===== src/rtl/ifetch_resp_pkg.sv =====
// ifetch_pkg: shared types and constants for the instruction-fetch responder.
//   state_e  : responder FSM states
//   NOP      : instruction returned on any fetch fault (addi x0,x0,0)
//   CNT_W    : width of the bus timeout counter
//   sat_inc  : saturating increment for the timeout counter
package ifetch_pkg;

  localparam int unsigned CNT_W = 8;
  localparam logic [31:0] NOP   = 32'h0000_0013;

  typedef enum logic [2:0] {
    IDLE,
    WAIT_GNT,
    WAIT_RD,
    HOLD,
    DROP
  } state_e;

  function automatic logic [CNT_W-1:0] sat_inc(input logic [CNT_W-1:0] c);
    return (c == '1) ? c : c + 1'b1;
  endfunction

endpackage


===== src/rtl/ifetch_resp_if.sv =====
// ifetch_resp_if: fetch-side, memory-bus and decode-side signals of the
// instruction-fetch responder.
//   slave  : the responder view (takes fetch_req/bus responses, drives
//            fetch_gnt, mem_req/mem_addr and the instruction output)
//   master : the surrounding core / bus / decoder view
interface ifetch_resp_if #(
  parameter int unsigned XLEN = 32
) ();

  logic            fetch_req;
  logic [XLEN-1:0] fetch_pc;
  logic            fetch_gnt;
  logic            flush;
  logic            mem_req;
  logic [XLEN-1:0] mem_addr;
  logic            mem_gnt;
  logic            mem_rvalid;
  logic [XLEN-1:0] mem_rdata;
  logic            mem_err;
  logic            instr_valid;
  logic            instr_ready;
  logic [XLEN-1:0] instr;
  logic [XLEN-1:0] instr_pc;
  logic            instr_fault;

  modport slave (
    input  fetch_req, fetch_pc, flush,
    input  mem_gnt, mem_rvalid, mem_rdata, mem_err,
    input  instr_ready,
    output fetch_gnt, mem_req, mem_addr,
    output instr_valid, instr, instr_pc, instr_fault
  );

  modport master (
    output fetch_req, fetch_pc, flush,
    output mem_gnt, mem_rvalid, mem_rdata, mem_err,
    output instr_ready,
    input  fetch_gnt, mem_req, mem_addr,
    input  instr_valid, instr, instr_pc, instr_fault
  );

endinterface


===== src/rtl/ifetch_resp_out_reg.sv =====
// ifetch_out_reg: output stage of the fetch responder. Holds instr, instr_pc
// and instr_fault and the valid flag of the valid/ready handshake to decode.
//   clk_i, rst_ni : clock, synchronous active-low reset
//   flush_i       : drop the held instruction (valid only; data is kept)
//   load_i        : capture instr_i/pc_i/fault_i and raise valid
//   ready_i       : decode consumes the held instruction
//   valid_o, instr_o, pc_o, fault_o : output stage towards decode
module ifetch_out_reg
  import ifetch_pkg::*;
#(
  parameter int unsigned XLEN = 32
) (
  input  logic            clk_i,
  input  logic            rst_ni,
  input  logic            flush_i,
  input  logic            load_i,
  input  logic [XLEN-1:0] instr_i,
  input  logic [XLEN-1:0] pc_i,
  input  logic            fault_i,
  input  logic            ready_i,
  output logic            valid_o,
  output logic [XLEN-1:0] instr_o,
  output logic [XLEN-1:0] pc_o,
  output logic            fault_o
);

  logic            valid_q, valid_d;
  logic [XLEN-1:0] instr_q, pc_q;
  logic            fault_q;

  // A load coincides with a consume on a HOLD-accept overlap with a
  // misaligned fault; the new instruction must survive, so load wins.
  always_comb begin
    valid_d = valid_q;
    if (flush_i)      valid_d = 1'b0;
    else if (load_i)  valid_d = 1'b1;
    else if (ready_i) valid_d = 1'b0;
  end

  always_ff @(posedge clk_i) begin
    if (!rst_ni) begin
      valid_q <= 1'b0;
      instr_q <= XLEN'(NOP);
      pc_q    <= '0;
      fault_q <= 1'b0;
    end else begin
      valid_q <= valid_d;
      if (load_i) begin
        instr_q <= instr_i;
        pc_q    <= pc_i;
        fault_q <= fault_i;
      end
    end
  end

  assign valid_o = valid_q;
  assign instr_o = instr_q;
  assign pc_o    = pc_q;
  assign fault_o = fault_q;

endmodule


===== src/rtl/ifetch_resp.sv =====
// ifetch_resp: instruction-fetch responder. Accepts a PC, performs one word
// read on the instruction-memory bus and presents the instruction to decode.
// Handles redirect flushes, bus errors and read timeouts.
//   clk, rst_n : clock, synchronous active-low reset
//   bus        : ifetch_resp_if.slave (fetch req/gnt, flush, memory bus,
//                instruction valid/ready output)
// Build option: IFETCH_ALIGN_CHECK_EN -- a fetch_pc with non-zero [1:0] is
// answered with an immediate fault (NOP) and no bus access. Without it the
// low PC bits are ignored and the aligned word is fetched.
module ifetch_resp
  import ifetch_pkg::*;
#(
  parameter int unsigned XLEN           = 32,
  parameter int unsigned TIMEOUT_CYCLES = 16
) (
  input  logic         clk,
  input  logic         rst_n,
  ifetch_resp_if.slave bus
);

  localparam logic [CNT_W-1:0] TMO_LAST = CNT_W'(TIMEOUT_CYCLES - 1);

  state_e            state_q, state_d;
  logic [XLEN-1:0]   pc_q, pc_d;
  logic [CNT_W-1:0]  cnt_q, cnt_d;

  logic              gnt;
  logic              accept;
  logic              misalign;
  logic              load;
  logic [XLEN-1:0]   ld_instr;
  logic [XLEN-1:0]   ld_pc;
  logic              ld_fault;

  assign gnt = rst_n && !bus.flush &&
               (state_q == IDLE || (state_q == HOLD && bus.instr_ready));
  assign bus.fetch_gnt = gnt;
  assign accept        = gnt && bus.fetch_req;

`ifdef IFETCH_ALIGN_CHECK_EN
  assign misalign = |bus.fetch_pc[1:0];
`else
  assign misalign = 1'b0;
`endif

  assign bus.mem_req  = (state_q == WAIT_GNT);
  assign bus.mem_addr = {pc_q[XLEN-1:2], 2'b00};

  always_comb begin
    state_d  = state_q;
    pc_d     = pc_q;
    cnt_d    = cnt_q;
    load     = 1'b0;
    ld_instr = XLEN'(NOP);
    ld_pc    = pc_q;
    ld_fault = 1'b0;

    if (bus.flush) begin
      // A read already granted must still be drained off the bus.
      if (state_q == WAIT_RD || state_q == DROP) begin
        state_d = DROP;
        cnt_d   = sat_inc(cnt_q);
      end else begin
        state_d = IDLE;
      end
    end else if (accept) begin
      pc_d = bus.fetch_pc;
      if (misalign) begin
        state_d  = HOLD;
        load     = 1'b1;
        ld_pc    = bus.fetch_pc;
        ld_fault = 1'b1;
      end else begin
        state_d = WAIT_GNT;
      end
    end else begin
      unique case (state_q)
        IDLE: ;
        WAIT_GNT: begin
          if (bus.mem_gnt) begin
            state_d = WAIT_RD;
            cnt_d   = '0;
          end
        end
        WAIT_RD: begin
          if (bus.mem_rvalid) begin
            state_d  = HOLD;
            load     = 1'b1;
            ld_fault = bus.mem_err;
            ld_instr = bus.mem_err ? XLEN'(NOP) : bus.mem_rdata;
          end else if (cnt_q >= TMO_LAST) begin
            state_d  = HOLD;
            load     = 1'b1;
            ld_fault = 1'b1;
          end else begin
            cnt_d = sat_inc(cnt_q);
          end
        end
        HOLD: begin
          if (bus.instr_ready) state_d = IDLE;
        end
        DROP: begin
          // >= rather than ==: a flush in WAIT_RD may push the count past
          // the limit before DROP first checks it.
          if (bus.mem_rvalid || cnt_q >= TMO_LAST) state_d = IDLE;
          else                                     cnt_d   = sat_inc(cnt_q);
        end
        default: state_d = IDLE;
      endcase
    end
  end

  always_ff @(posedge clk) begin
    if (!rst_n) begin
      state_q <= IDLE;
      pc_q    <= '0;
      cnt_q   <= '0;
    end else begin
      state_q <= state_d;
      pc_q    <= pc_d;
      cnt_q   <= cnt_d;
    end
  end

  ifetch_out_reg #(
    .XLEN(XLEN)
  ) u_out (
    .clk_i   (clk),
    .rst_ni  (rst_n),
    .flush_i (bus.flush),
    .load_i  (load),
    .instr_i (ld_instr),
    .pc_i    (ld_pc),
    .fault_i (ld_fault),
    .ready_i (bus.instr_ready),
    .valid_o (bus.instr_valid),
    .instr_o (bus.instr),
    .pc_o    (bus.instr_pc),
    .fault_o (bus.instr_fault)
  );

endmodule


===== src/flat_wrapper.sv =====
// flat-port wrapper written by rule: the top's interface ports become plain ports
module ifetch_resp_flat import ifetch_pkg::*;
#(
  parameter int unsigned XLEN           = 32,
  parameter int unsigned TIMEOUT_CYCLES = 16
)
  (clk, rst_n, bus_fetch_req, bus_fetch_pc, bus_flush, bus_mem_gnt, bus_mem_rvalid, bus_mem_rdata, bus_mem_err, bus_instr_ready, bus_fetch_gnt, bus_mem_req, bus_mem_addr, bus_instr_valid, bus_instr, bus_instr_pc, bus_instr_fault);
  ifetch_resp_if #(.XLEN(XLEN)) bus_i ();
  input  logic clk;
  input  logic rst_n;
  input wire logic [$bits(bus_i.fetch_req)-1:0] bus_fetch_req;
  input wire logic [$bits(bus_i.fetch_pc)-1:0] bus_fetch_pc;
  input wire logic [$bits(bus_i.flush)-1:0] bus_flush;
  input wire logic [$bits(bus_i.mem_gnt)-1:0] bus_mem_gnt;
  input wire logic [$bits(bus_i.mem_rvalid)-1:0] bus_mem_rvalid;
  input wire logic [$bits(bus_i.mem_rdata)-1:0] bus_mem_rdata;
  input wire logic [$bits(bus_i.mem_err)-1:0] bus_mem_err;
  input wire logic [$bits(bus_i.instr_ready)-1:0] bus_instr_ready;
  output wire logic [$bits(bus_i.fetch_gnt)-1:0] bus_fetch_gnt;
  output wire logic [$bits(bus_i.mem_req)-1:0] bus_mem_req;
  output wire logic [$bits(bus_i.mem_addr)-1:0] bus_mem_addr;
  output wire logic [$bits(bus_i.instr_valid)-1:0] bus_instr_valid;
  output wire logic [$bits(bus_i.instr)-1:0] bus_instr;
  output wire logic [$bits(bus_i.instr_pc)-1:0] bus_instr_pc;
  output wire logic [$bits(bus_i.instr_fault)-1:0] bus_instr_fault;
  assign bus_i.fetch_req = bus_fetch_req;
  assign bus_i.fetch_pc = bus_fetch_pc;
  assign bus_i.flush = bus_flush;
  assign bus_i.mem_gnt = bus_mem_gnt;
  assign bus_i.mem_rvalid = bus_mem_rvalid;
  assign bus_i.mem_rdata = bus_mem_rdata;
  assign bus_i.mem_err = bus_mem_err;
  assign bus_i.instr_ready = bus_instr_ready;
  assign bus_fetch_gnt = bus_i.fetch_gnt;
  assign bus_mem_req = bus_i.mem_req;
  assign bus_mem_addr = bus_i.mem_addr;
  assign bus_instr_valid = bus_i.instr_valid;
  assign bus_instr = bus_i.instr;
  assign bus_instr_pc = bus_i.instr_pc;
  assign bus_instr_fault = bus_i.instr_fault;
  ifetch_resp #(.XLEN(XLEN), .TIMEOUT_CYCLES(TIMEOUT_CYCLES)) u_core (.clk(clk), .rst_n(rst_n), .bus(bus_i));
endmodule

===== config.mk =====
export PLATFORM = sky130hd
export DESIGN_NAME = ifetch_resp_flat
export DESIGN_NICKNAME = d
export VERILOG_FILES = /design/src/rtl/ifetch_resp_pkg.sv /design/src/rtl/ifetch_resp_if.sv /design/src/rtl/ifetch_resp_out_reg.sv /design/src/rtl/ifetch_resp.sv /design/src/flat_wrapper.sv
export SDC_FILE = /design/constraint.sdc
export NUM_CORES = 1
export LEC_CHECK = 0
export ABC_CLOCK_PERIOD_IN_PS = 2600
export BUFFER_PORTS_ARGS = -buffer_cell sky130_fd_sc_hd__buf_2
export CAP_MARGIN = 20
export CORE_ASPECT_RATIO = 0.75
export CORE_MARGIN = 2
export CORE_UTILIZATION = 49
export DETAILED_ROUTE_END_ITERATION = 8
export GPL_TIMING_DRIVEN = 0
export PLACE_DENSITY = 0.81
export SETUP_SLACK_MARGIN = 0.2
export SLEW_MARGIN = 20
export SYNTH_ARGS = -nofsm -noshare
export SYNTH_HDL_FRONTEND = slang
export SYNTH_SLANG_ARGS = --single-unit

===== constraint.sdc =====
create_clock -name clk -period 2.6 [get_ports clk]
set_input_delay 0.52 -clock clk [delete_from_list [all_inputs] [get_ports clk]]
set_output_delay 0.52 -clock clk [all_outputs]
set_load 0.01 [all_outputs]

; Word-level counts from Yosys, hierarchy flattened
; Index checks and enable logic that the tools add are counted.
[totals]
out_inout_bits = 100
wordCells = 76
regBits = 109
input_bits = 72
[op_classes]
mux = 34
n_eq_ne = 16
order_cmp = 1
n_addsub = 1
bitwise_logic = 2
reduce_logical = 15
[op_table]
columns = op, n
row1 = 32-bit two-way mux, 5
row2 = 8-bit two-way mux, 8
row3 = 3-bit two-way mux, 8
row4 = 8-bit one-hot mux with 3 select lines, 1
row5 = 3-bit one-hot mux with 5 select lines, 1
row6 = 3-bit != test (second input constant), 4
row7 = 4-bit by 3-bit != test with 1-bit output (second input constant), 3
row8 = 1-bit two-way mux, 11
row9 = 8-bit by 1-bit adder with 8-bit output (second input constant), 1
row10 = 8-bit == test (second input constant), 1
row11 = 8-bit by 4-bit >= comparator with 1-bit output (second input constant), 1
row12 = 7-bit AND reduction, 1
row13 = 3-bit by 2-bit == test with 1-bit output (second input constant), 2
row14 = 5-bit by 4-bit != test with 1-bit output (second input constant), 1
row15 = 5-bit AND reduction, 1
row16 = 1-bit logical AND, 4
row17 = 4-bit nonzero test, 1
row18 = 3-bit by 1-bit == test with 1-bit output (second input constant), 1
row19 = 3-bit == test (second input constant), 1
row20 = 3-bit logical NOT, 1
row21 = 1-bit logical OR, 3
row22 = 3-bit by 2-bit != test with 1-bit output (second input constant), 1
row23 = 2-bit by 1-bit != test with 1-bit output (second input constant), 1
row24 = 2-bit != test (second input constant), 1
row25 = 5 further kinds, 6

; Longest topological paths before layout
[logic_depth]
ltp_word = 8
depth_mapped = 9
mapped_depth_nobuf = 6

; Cells and area by module
; From an unflattened synthesis, not the netlist that was laid out.
[unflattened]
hier_cells = 508
hier_area_um2 = 4924.7
[modules_own_cells]
columns = mod, cells_each, area_per_inst_um2, n_inst, seq_area_each_um2
row1 = ifetch_out_reg, 214, 2541.2, 1, 1321.3
row2 = ifetch_resp, 294, 2383.5, 1, 860.8

; Worst setup path before layout
; OpenSTA, ideal clock, no wires.
[synth_timing]
path_type = flip-flop to flip-flop
startpoint = reg u_core.cnt_q[0]
endpoint = reg u_core.u_out.instr_q[1], in the netlist u_core.u_out.instr_o[1]
path_slack_ns = 0.509
setup_ns = 0.132
stages_incl_launch_ff = 10
arrival_time_ns = 1.959
synth_period_minus_slack_ns = 2.091
path_buffers = 3
path_cell_list = dfxtp_1 > ha_1 > and3_1 > nor4_4 > or4_1 > buf_2 > buf_6 > buf_6 > nor3_1 > a31oi_1
[synth_via]
elab_chain_cells = 6
[synth_lines]
columns = element, line_no
row1 = from (decl), ifetch_resp.sv:25  ; logic [CNT_W-1:0] cnt_q, cnt_d;
row2 = from (signal assigned), ifetch_resp.sv:121  ; cnt_q <= cnt_d;
row3 = 8-bit by 4-bit >= comparator with 1-bit output, ifetch_resp.sv:91  ; end else if (cnt_q >= TMO_LAST) begin
row4 = 1-bit two-way mux, ifetch_resp.sv:91
row5 = 1-bit two-way mux, ifetch_resp.sv:86  ; if (bus.mem_rvalid) begin
row6 = 1-bit two-way mux, ifetch_resp.sv:77  ; unique case (state_q)
row7 = 1-bit two-way mux, ifetch_resp.sv:66  ; end else if (accept) begin
row8 = 1-bit two-way mux, ifetch_resp.sv:58  ; if (bus.flush) begin
row9 = to (signal assigned), ifetch_resp_out_reg.sv:43  ; instr_q <= XLEN'(NOP);
row10 = to (signal assigned), ifetch_resp_out_reg.sv:49  ; instr_q <= instr_i;
row11 = to (decl), ifetch_resp_out_reg.sv:28  ; logic [XLEN-1:0] instr_q, pc_q;
; Every way passes these cells.
; A chain may end at the register's enable or synchronous reset.

; Final worst setup path
[layout_timing]
startpoint = reg u_core.cnt_q[1]
endpoint = reg u_core.u_out.instr_q[1], in the netlist u_core.u_out.instr_o[1]
; The elaborated chain is that of the path after synthesis.

==> impl_results.md <==
* Run status: finished clean
* Gr usage total at 0.242
* Antenna Violating Nets Remaining at 0
* RSZ-0062 raised after global routing: false
* Synth cell count leaders: nand2_1 (133), dfxtp_1 (109), nand3_1 (69)
* Count of standard-cell rows at 30
* Switching part of the total power at 0.233
* Buffers on Ports at 167
* Dominant cells by area after synthesis: dfxtp_1 (49%), nand2_1 (11%), nand3_1 (7.8%)
* Peak VDD IR at 347 uV
* Worst Path Arrival at 2480 ps
* Final setup fails at 0
* Final Cycle Share at 0.872
* Die ar. at 0.00984 sq mm
* Nets at 810
* Router iterations before antenna repair at 5
* Layout cells sized above 1 at 0.325
* Final Hold Viols at 0
* Ys flop type: dfxtp_1
* Critical Path Start Type: register
* Overall die height at 86.4 microns
* Final wirelength at 12,200 microns
* Maximum capacitance violations at 0
* Synthesized area at 0.00444 sq mm
* Global-route wire length before repair at 19,200 microns
* Largest net degree at the start of global routing at 20
* Leading area contributor after synthesis: dfxtp_1
* Max-slew headroom at 0.618
* Post-synth EDFFs at 0
* Fin. max-slew vios at 0
* Initial Util at 0.497
* Hold WC Path Type: primary input to register
* Avg Synthesized Cell Area at 7.95 sq um
* DRT met1 WL at 5200 microns
* Setup TNS at 0 ps
* Slew @ Worst Pin at 574 ps
* Max Fclk at 441 MHz
* Area delta synth->final at 29.7%
* Distinct cells, synth at 41
* N_diodes at 0
* Synth top area share at 0.492
* Most frequent cell after synthesis: nand2_1
* Yosys warnings at 0
* Die Span X at 114 microns
* Wire per inst at 14.3 microns
* First DRT Iteration DRCs at 261
* Final Util at 0.644
* Pwr dens at 585 mW/mm^2
* Clock power frac at 0.424
* CP endpoint kind: register
* Combinational Power Share at 0.071
* Leakage at 2.54 nW
* Crit-path max FO at 10
* H-tree depth at 3
* Vias in the first global route at 4,122
* Post-Layout Inst Area at 0.00575 sq mm
* R2r worst-path depth at 9
* Asr flop ratio synth at 0
* TritonCTS clock tree: yes
* Vias/cell at 5.21
* Sequential-to-total area share from yosys stat at 0.492
* Cell Int Power at 2.58 mW
* Core area at 0.00893 sq mm
* Clock Path Buffers at 2
* Clock Skews at 5.25 ps
* RePlAce Congestion at 0.886
* Critical Path RT at 2810 ps
* Root buffer cell: clkbuf_16
* Placed standard-cell area at 0.00542 sq mm
* Min cycle time layout at 2270 ps
* Final HPWL from detailed placement at 9130 microns
* Initial antenna violation count at 0
* Latest clock arrival within the worst-skew pair at 340 ps
* Sw Pwr at 0.784 mW
* Met2 WL at 5750 microns
* CTS clk-pin slew, worst paths at 70 ps
* CTS Buf Count at 9
* Clock Sinks at 109
* Grt ovf at 0
* Syn Inst Count at 558
* Yosys reg bits at 109
* Flop pwr share at 0.506
* Top layer in use: met4
* Hold depth at 3
* # IOs at 172
* Routed via count at 4,448
* Met3 wire len at 1050 microns
* DRC Markers at 0
* Setup bufs post-CTS at 0
* Crit path kind: register to register
-- registers in the layout, summed over array words and instances (netlist names) --
register,flops
u_core.state_q,3
u_core.u_out.instr_o,32
u_core.pc_q,32
u_core.cnt_q,8
u_core.u_out.pc_o,32
u_core.u_out.fault_o,1
u_core.u_out.valid_o,1
-- final timing paths --
check | startpoint | endpoint | slack (ps)
min | bus_fetch_pc[20] | u_core.pc_q[20] | 410
max reg2reg | u_core.cnt_q[1] | u_core.u_out.instr_o[1] | 330
max | u_core.cnt_q[1] | u_core.u_out.instr_o[1] | 330
min reg2reg | u_core.pc_q[0] | u_core.u_out.pc_o[0] | 460
-- per-stage QoR --
stage,hold WS [ps],cells,power [mW],setup slack [ps]
6_report,407,854,3.37,332
5_1_grt,406,854,3.48,196
4_1_cts,401,854,3.39,241
3_5_place_dp,456,838,1.98,208
3_3_place_gp,443,838,1.97,253
2_1_floorplan,436,559,1.87,509
-- layer usage --
metal	track usage	vias to the layer above
met1	0.298	2018
met2	0.418	198
li1	-	2209
met4	0.0787	0
met5	0	-
met3	0.0657	23
-- power groups by stage --
stage / combinational [mW] / clock, mW / sequential, mW
floorplan: 0.131 / 0 / 1.74
global placement: 0.229 / 0 / 1.74
detailed placement: 0.235 / 0 / 1.74
CTS: 0.237 / 1.45 / 1.70
global route: 0.262 / 1.52 / 1.70
finish: 0.238 / 1.43 / 1.70
-- worst max-delay path: stages, from the launching register on --
cell and delay (ps):
dfxtp_1 440, ha_4 210, and3_1 210, nor4_4 80, or4_1 470, buf_2 170
buf_6 160, buf_6 150, nor3_1 190, a31oi_1 60
-- repair_timing --
action | CTS | global route
pin swaps | 0 | 0
setup endpoints to repair | 1 | 48
hold buffers | 0 | 0
gates resized for setup | 1 | 3
-- cells in the final DEF (no fill, tap or decap), types with 9 or more instances in the layout --
master	synthesis	routed
clkbuf_1	20	20
nand3_1	69	69
buf_2	11	178
a21oi_1	41	41
o21ai_0	61	61
nand2_1	133	133
buf_4	33	33
clkbuf_16	0	9
nor2_1	9	9
dfxtp_1	109	108
-- layout make-up --
| cell class | count | area, sq um |
|---|---|---|
| multi-input combinational | 369 | 1810 |
| clock buffer | 10 | 239 |
| clock inverter | 6 | 77.6 |
| inverter | 7 | 26.3 |
| timing repair buffer | 167 | 836 |
| buffer | 74 | 445 |
| fill | 785 | 3180 |
| tap | 112 | 140 |
| sequential | 109 | 2180 |
-- logic make-up (layout without fill, tap and decap cells) --
group | Yosys count | in the layout | synth area share
AOI/OAI and AO/OA | 126 | 126 | 0.155
xor gates and xnor gates | 1 | 1 | 0.00197
adders and majority gates | 1 | 1 | 0.00282
buffers and inverters | 81 | 264 | 0.106
DFF | 109 | 109 | 0.492
muxes | 2 | 2 | 0.00451
other | 1 | 2 | 0.000845
and+or+nand+nor | 237 | 237 | 0.237
Power figures use the tool's default switching activity.
